`config.mk`:
```
export PLATFORM = sky130hd
export DESIGN_NAME = pipe_stage_reg
export DESIGN_NICKNAME = d
export VERILOG_FILES = /design/src/rtl/pipe_stage_reg.sv
export SDC_FILE = /design/constraint.sdc
export NUM_CORES = 1
export LEC_CHECK = 0
export CAP_MARGIN = 0
export CORE_ASPECT_RATIO = 0.9
export CORE_MARGIN = 2
export CORE_UTILIZATION = 39
export CTS_CLUSTER_DIAMETER = 30
export DETAILED_ROUTE_END_ITERATION = 10
export GPL_TIMING_DRIVEN = 0
export PLACE_DENSITY = 0.8
export SLEW_MARGIN = 20
export SYNTH_ARGS = -nofsm -noshare
export SYNTH_HDL_FRONTEND = slang
export SYNTH_SLANG_ARGS = --single-unit
```
`constraint.sdc`:
```
create_clock -name clk -period 1.9 [get_ports clk]
set_clock_uncertainty 0.05 [all_clocks]
set_input_delay 0.475 -clock clk [delete_from_list [all_inputs] [get_ports clk]]
set_output_delay 0.475 -clock clk [all_outputs]
set_load 0.05 [all_outputs]
```
`src/rtl/pipe_stage_reg.sv`:
```
// Pipeline stage register: carries a data and control bundle between two stages under valid/ready,
// with stall, flush and an optional two-entry skid buffer enabled by defining PIPE_SKID_EN.
module pipe_stage_reg #(
  parameter int DATA_W = 96,
  parameter int CTRL_W = 16
) (
  input  logic              clk,
  input  logic              clrn,
  input  logic              flush,
  input  logic              in_valid,
  output logic              in_ready,
  input  logic [DATA_W-1:0] in_data,
  input  logic [CTRL_W-1:0] in_ctrl,
  output logic              out_valid,
  input  logic              out_ready,
  output logic [DATA_W-1:0] out_data,
  output logic [CTRL_W-1:0] out_ctrl,
  output logic [1:0]        occupancy,
  output logic [1:0]        dbg_state
);

  // Handshake: a transfer happens on an edge where valid & ready are both high; the sender
  // holds valid and payload stable until then, and a presented entry stays stable while stalled.

  // Encoding doubles as the occupancy count; bit 1 is set only in FULL (skid entry held).
`ifdef PIPE_SKID_EN
  typedef enum logic [1:0] {
    ST_EMPTY = 2'd0,
    ST_ONE   = 2'd1,
    ST_FULL  = 2'd2
  } state_e;
`else
  typedef enum logic [1:0] {
    ST_EMPTY = 2'd0,
    ST_ONE   = 2'd1
  } state_e;
`endif

  state_e r_state;
  state_e w_state_nxt;

  logic [DATA_W-1:0] r_m_data;
  logic [CTRL_W-1:0] r_m_ctrl;
  logic              w_m_valid;
  logic              w_accept;
  logic              w_consume;
  logic              w_m_load_in;

`ifdef PIPE_SKID_EN
  logic [DATA_W-1:0] r_s_data;
  logic [CTRL_W-1:0] r_s_ctrl;
  logic              w_m_load_s;
  logic              w_s_load;
`endif

  assign w_m_valid = (r_state != ST_EMPTY);
  assign w_accept  = in_valid & in_ready;
  assign w_consume = w_m_valid & out_ready;

`ifdef PIPE_SKID_EN
  // Taken straight from the state flop so ready never depends on out_ready.
  assign in_ready = ~r_state[1];
`else
  assign in_ready = ~w_m_valid | out_ready;
`endif

  assign out_valid = w_m_valid;
  assign out_data  = r_m_data;
  assign out_ctrl  = r_m_ctrl & {CTRL_W{w_m_valid}};
  assign occupancy = r_state;
  assign dbg_state = r_state;

  always_ff @(posedge clk or negedge clrn) begin
    if (!clrn) begin
      r_state <= ST_EMPTY;
    end else begin
      r_state <= w_state_nxt;
    end
  end

  always_comb begin
    w_state_nxt = r_state;
    w_m_load_in = 1'b0;
`ifdef PIPE_SKID_EN
    w_m_load_s  = 1'b0;
    w_s_load    = 1'b0;
`endif
    if (flush) begin
      w_state_nxt = ST_EMPTY;
    end else begin
      case (r_state)
        ST_EMPTY: begin
          if (w_accept) begin
            w_state_nxt = ST_ONE;
            w_m_load_in = 1'b1;
          end
        end
        ST_ONE: begin
          if (w_accept && w_consume) begin
            w_m_load_in = 1'b1;
          end else if (w_accept) begin
`ifdef PIPE_SKID_EN
            w_state_nxt = ST_FULL;
            w_s_load    = 1'b1;
`else
            w_state_nxt = ST_ONE;
`endif
          end else if (w_consume) begin
            w_state_nxt = ST_EMPTY;
          end
        end
`ifdef PIPE_SKID_EN
        // in_ready is low here, so no accept can coincide with the drain.
        ST_FULL: begin
          if (w_consume) begin
            w_state_nxt = ST_ONE;
            w_m_load_s  = 1'b1;
          end
        end
`endif
        default: w_state_nxt = ST_EMPTY;
      endcase
    end
  end

  always_ff @(posedge clk or negedge clrn) begin
    if (!clrn) begin
      r_m_data <= '0;
      r_m_ctrl <= '0;
    end else if (w_m_load_in) begin
      r_m_data <= in_data;
      r_m_ctrl <= in_ctrl;
`ifdef PIPE_SKID_EN
    end else if (w_m_load_s) begin
      r_m_data <= r_s_data;
      r_m_ctrl <= r_s_ctrl;
`endif
    end
  end

`ifdef PIPE_SKID_EN
  always_ff @(posedge clk or negedge clrn) begin
    if (!clrn) begin
      r_s_data <= '0;
      r_s_ctrl <= '0;
    end else if (w_s_load) begin
      r_s_data <= in_data;
      r_s_ctrl <= in_ctrl;
    end
  end
`endif

endmodule

```
==> results of run 1 <==
[power by group through the flow]
stage	clock network [mW]	registers [mW]	logic, mW
floorplan	0	4.29	0.536
global placement	0	3.03	2.95
detailed placement	0	3.06	2.99
CTS	3.04	3.01	2.78
global route	3.16	3.06	2.89
finish	2.97	3.01	2.77
[path summary, 6_finish.rpt]
check / end / slack, ps / cells past startpoint
min in group asynchronous: out_data[38] / 540 / 2
setup / recovery: out_ctrl[3] / -0.7 / 4
max in group asynchronous: out_data[52] / 590 / 3
hold reg to reg: out_data[67] / 420 / 1
hold / removal: out_data[67] / 420 / 1
setup reg to reg: out_data[11] / 30 / 6
[placed cells by master, fill, tap and decap left out]
| master | count |
|---|---|
| buf_16 | 1 |
| clkbuf_16 | 17 |
| inv_2 | 1 |
| conb_1 | 2 |
| buf_8 | 4 |
| dfrtp_1 | 112 |
| nor2b_4 | 1 |
| buf_4 | 8 |
| dlygate4sd2_1 | 95 |
| buf_2 | 9 |
| clkbuf_1 | 3 |
| and2_4 | 10 |
| clkbuf_8 | 8 |
| dlygate4sd3_1 | 1 |
| mux2_2 | 32 |
| nor3b_4 | 1 |
| clkbuf_4 | 1 |
| and2_1 | 6 |
| clkinv_2 | 4 |
| clkdlybuf4s15_1 | 1 |
| clkdlybuf4s50_1 | 115 |
| buf_6 | 21 |
| dfrtp_2 | 1 |
| mux2_1 | 80 |
| nor2_1 | 2 |
[sequential cells by signal (all words and copies together), names as in the netlist]
register and flops:
out_data 96, r_m_ctrl 16, dbg_state 1
[repair_timing]
action,4_1_cts,5_1_grt
hold buffers,1,0
endpoints found under the setup margin,116,127
endpoints found under the hold margin,54,0
gates cloned,1,0
setup buffers,4,0
gates resized for setup,231,18
[metal layers]
metal / track usage [%] / share of wire [%] / vias to the layer above
li1: - / - / 1435
met1: 22.35 / 37 / 1559
met2: 33.58 / 52 / 142
met3: 8.800 / 9.4 / 18
met4: 7.568 / 1.7 / 0
met5: 0 / 0 / -
[stage by stage]
stage	hold slack [ps]	power, mW	cells	setup TNS, ps
after CTS	430.4	8.835	688	-1369
after floorplan	129.4	4.825	265	0
final	422.9	8.750	688	-0.7380
after detailed placement	423.5	6.051	650	-38170
after global routing	439.2	9.115	688	-3243
after global placement	416.0	5.979	649	-469100
[final cells by class]
class	count	area share, %
Inverter	1	0.05029
Clock inverter	4	0.2682
Multi-Input combinational cell	134	19.21
Buffer	17	2.163
Clock buffer	28	7.326
Tap cell	152	2.548
Sequential cell	113	37.90
Timing Repair Buffer	239	30.53
[cell families after synthesis]
family	count (synthesis)
buffers and inverters	18
DFF	113
muxes	112
other	1
and+or+nand+nor	20
==> metrics, run 1 <==
initial DRC count=117; CTS tree=built; Yosys reg bits=113; DR pass1 iterations=4; final worst setup slack=-0.7380 ps; main combinational cell family by area after synthesis=multiplexers; EDFF count, synth=0; proportion of synthesized area in mux cells=28.82%; most frequent cell after synthesis=dfrtp_1; Final Instance Area=0.007463 mm²; worst path arrival time=1380 ps; Async S/R FF share, synth=100.0%; CP cell instances=buf_6 > buf_8 > and2_4 > buf_8; post-synthesis sequential area ratio=64.63%; Total GRT Usage=20.04%; RSZ-0062 raised after global routing=true; Longest Clk Path Bufs=2; Net Sw Frac=35.14%; CP Max Fanout=5; Max rail drop VDD=830.9 µV; Layout area overhead=70.57%; pin count of the biggest net entering global routing=60; FMAX=526.1 MHz; largest cells by area after synthesis=dfrtp_1, mux2_1, mux2_2; multi-input logic area=0.001434 mm²; final period utilization=100.0%; ys flop type=dfrtp_1; Top cell by count, worst path=buf_8; synthesized cell area=0.004375 mm²; setup violators final=1; Crit Path Category=register to primary output; Antenna diodes=0; Leak=3.373 nW; pre-CTS setup slack=-485.2 ps; Initial Util=40.14%; via count=3154; Crit-path slowest cell=dfrtp_2; ANT nets after route=0; gpl congestion=0.6983; synth cell count leaders=dfrtp_1, mux2_1, mux2_2; Die Span Y=104.5 µm; Seq pwr share=34.4%; fin util=68.47%; CP peak stage delay=420 ps; Synth cell types=13; initial antenna violation count=0; worst hold start=out_data[67]; failing checks=negative setup slack; Synth Area in Adders=0%; Compound-Gate Fraction of Synth Area=0%; status=complete, but fails checks; area share of the largest cell type after synthesis=64.63%; Power per Cell Area=1172 mW/mm²; Die X=115.7 µm; cell taking the most area after synthesis=dfrtp_1; Max Cap Viol=0; fill count=819; CP required=1370 ps; worst min path class=register to register; crit-path leading delay family=flip-flops; vias per cell=4.584; Comb power frac=31.6%; Slew HR=63.31%; Final min period=1901 ps; vias in the first global route=3414; Area after DPL=0.006922 mm²; routed len/inst=16.78 µm; total CTS buffers=17; switching pwr=3.075 mW; worst skew pair latency=410 ps; Syn Area/Cell=16.57 µm²; site row count=36; number of nets in the layout=640; # IOs=235; beginning of the critical path=dbg_state[0]; port bufs=232; share of layout cells above drive strength 1=22.20%; Residual DRC=0; Slew @ Worst Pin=550.3 ps; Post-Syn Instances=264; grt ovf=0; final hold violations=0; CTS H-tree depth=4; Ys Warns=0; drt total wl=11550 µm; clock share of power=34.0%; XOR/XNOR Fraction of Synth Area=0%; register area=0.002829 mm²; Int Power=5.675 mW; DP HPWL=8400 µm; Critical R2R Launch=dbg_state[0]; Simple-Gate Fraction of Synth Area=2.945%; DIE AREA=0.01208 mm²; nature of the critical path startpoint=register; Clock Tree Root=clkbuf_16; Critical Path End Type=primary output; clock slew at reported path FFs=50 ps; CTS Sinks=113; fin. max-slew vios=0; CP bufs+invs=3; first-pass GRT wire length=18210 µm; core area=0.01090 mm²
(Power assumes the default switching activity.)
==> run 2: changes to the inputs <==
--- a/config.mk
+++ b/config.mk
@@ -6,13 +6,16 @@
 export NUM_CORES = 1
 export LEC_CHECK = 0
 export CAP_MARGIN = 0
+export CELL_PAD_IN_SITES_DETAIL_PLACEMENT = 0
+export CELL_PAD_IN_SITES_GLOBAL_PLACEMENT = 2
 export CORE_ASPECT_RATIO = 0.9
 export CORE_MARGIN = 2
-export CORE_UTILIZATION = 39
+export CORE_UTILIZATION = 25
 export CTS_CLUSTER_DIAMETER = 30
 export DETAILED_ROUTE_END_ITERATION = 10
 export GPL_TIMING_DRIVEN = 0
-export PLACE_DENSITY = 0.8
+export PLACE_DENSITY_LB_ADDON = 0.1
+export SKIP_LAST_GASP = 1
 export SLEW_MARGIN = 20
 export SYNTH_ARGS = -nofsm -noshare
 export SYNTH_HDL_FRONTEND = slang
==> run 2 against run 1 <==
The run now ends clean. Critical path depth did not move. Register-to-register slack barely moved. Via count rose by 1.6%. Worst hold slack improved by 4.0 ps. Non-clock buffer count rose by 14. Clock-buffer cell count fell by 6. Clock power barely moved.
==> metrics, run 2 (synthesized netlist as in run 1, its figures left out) <==
status=finished clean; CTS H-tree depth=4; Tot Pwr=9.048 mW; initial antenna violation count=0; Worst R2R Setup Slack=20 ps; final worst setup slack=11.65 ps; Critical R2R Launch=dbg_state[0]; nature of the critical path startpoint=register; drt total wl=12670 µm; path depth of the worst reg2reg path=7; worst skew pair latency=400 ps; Max Cap Viol=0; Initial Util=25.73%; vias per cell=4.083; hold_ws=426.9 ps; Die X=143.5 µm; setup violators final=0; first-pass GRT wire length=18070 µm; Leak=3.717 nW; FMAX=529.6 MHz; port bufs=232; share of layout cells above drive strength 1=33.27%; RSZ-0062 raised after global routing=true; initial DRC count=57; commonest non-fill, non-tap cell in the layout=clkdlybuf4s50_1; CP required=1370 ps; TNS Setup=0 ps; worst hold start=out_data[48]; CTS tree=built; vias in the first global route=3382; CTS Sinks=113; Slew HR=62.65%; routed len/inst=16.14 µm; Area after DPL=0.007025 mm²; DIE AREA=0.01858 mm²; total CTS buffers=17; gpl congestion=0.6882; fill count=1563; DR pass1 iterations=5; non-filler cells, final=785; Antenna diodes=0; Final min period=1888 ps; final period utilization=99.39%; beginning of the critical path=dbg_state[0]; worst path arrival time=1360 ps; hold path cells=1; clock slew at reported path FFs=50 ps; grt ovf=0; Final Instance Area=0.008162 mm²; Cells after DPL=733; Longest Clk Path Bufs=2; max reg flops=96; Crit Path Category=register to primary output; Clock Tree Root=clkbuf_16; Power per Cell Area=1109 mW/mm²; Layout area overhead=86.53%; Max rail drop VDD=585.8 µV; pin count of the biggest net entering global routing=58; Total GRT Usage=13.08%; core area=0.01700 mm²; pre-CTS setup slack=-474.7 ps; fin. max-slew vios=0; fin util=48.00%; final hold violations=0; CP Max Fanout=6; Slew @ Worst Pin=562.5 ps; Die Span Y=129.5 µm; # IOs=235; site row count=45; Critical Path End Type=primary output; DP HPWL=8545 µm; via count=3205; worst min path class=register to register; Residual DRC=0; number of nets in the layout=654; most frequent cells in the layout=clkdlybuf4s50_1, dfrtp_1, dlygate4sd2_1; ANT nets after route=0
[run 2: cell count changes in the layout (fill, tap and decap cells not counted), moves of 7 or more]
cell       delta
mux2_1       -50
mux2_2        -7
buf_12        +7
mux2_4       +57
buf_6         -8
clkbuf_16     +8
[run 2: layout make-up]
type                       count  area (µm²)  share of cell area, %
clock buffer                  22       474.2                  5.810
tap                          235       294.0                  3.603
multi-input combinational    134        1648                  20.19
inverter                       1       3.754                0.04599
clock inverter                10       83.83                  1.027
buffer                        17       252.7                  3.097
timing repair buffer         253        2576                  31.57
sequential                   113        2829                  34.66
[run 2: worst paths after layout]
check,to
setup / recovery,out_ctrl[1]
hold / removal,out_data[48]
setup reg to reg,out_data[60]
hold reg to reg,out_data[48]
max in group asynchronous,dbg_state[0]
min in group asynchronous,out_data[72]
[run 2: critical path: stages, from the launching register on]
cell and delay [ps]:
dfrtp_2 410, buf_6 140, buf_8 120, and2_4 130, buf_8 140
[run 2: what timing repair did]
action,CTS,global route
endpoints found under the hold margin,5,0
setup endpoints to repair,196,113
gates cloned,4,8
pin swaps,1,1
buffers inserted,8,0
resized for setup,245,90
hold buffers,1,0
[run 2: layer usage]
layer	vias to the layer above	global-route usage (%)	wire length (µm)
li1	1461	-	-
met1	1591	15.22	5150
met2	144	20.00	5858
met3	9	8.019	1524
met4	0	4.325	134
met5	-	0	0
[run 2: report_power, final]
part           switching (mW)  internal [mW]
Clock                    1.09           1.89
Combinational            1.89           1.16
Sequential              0.191           2.82
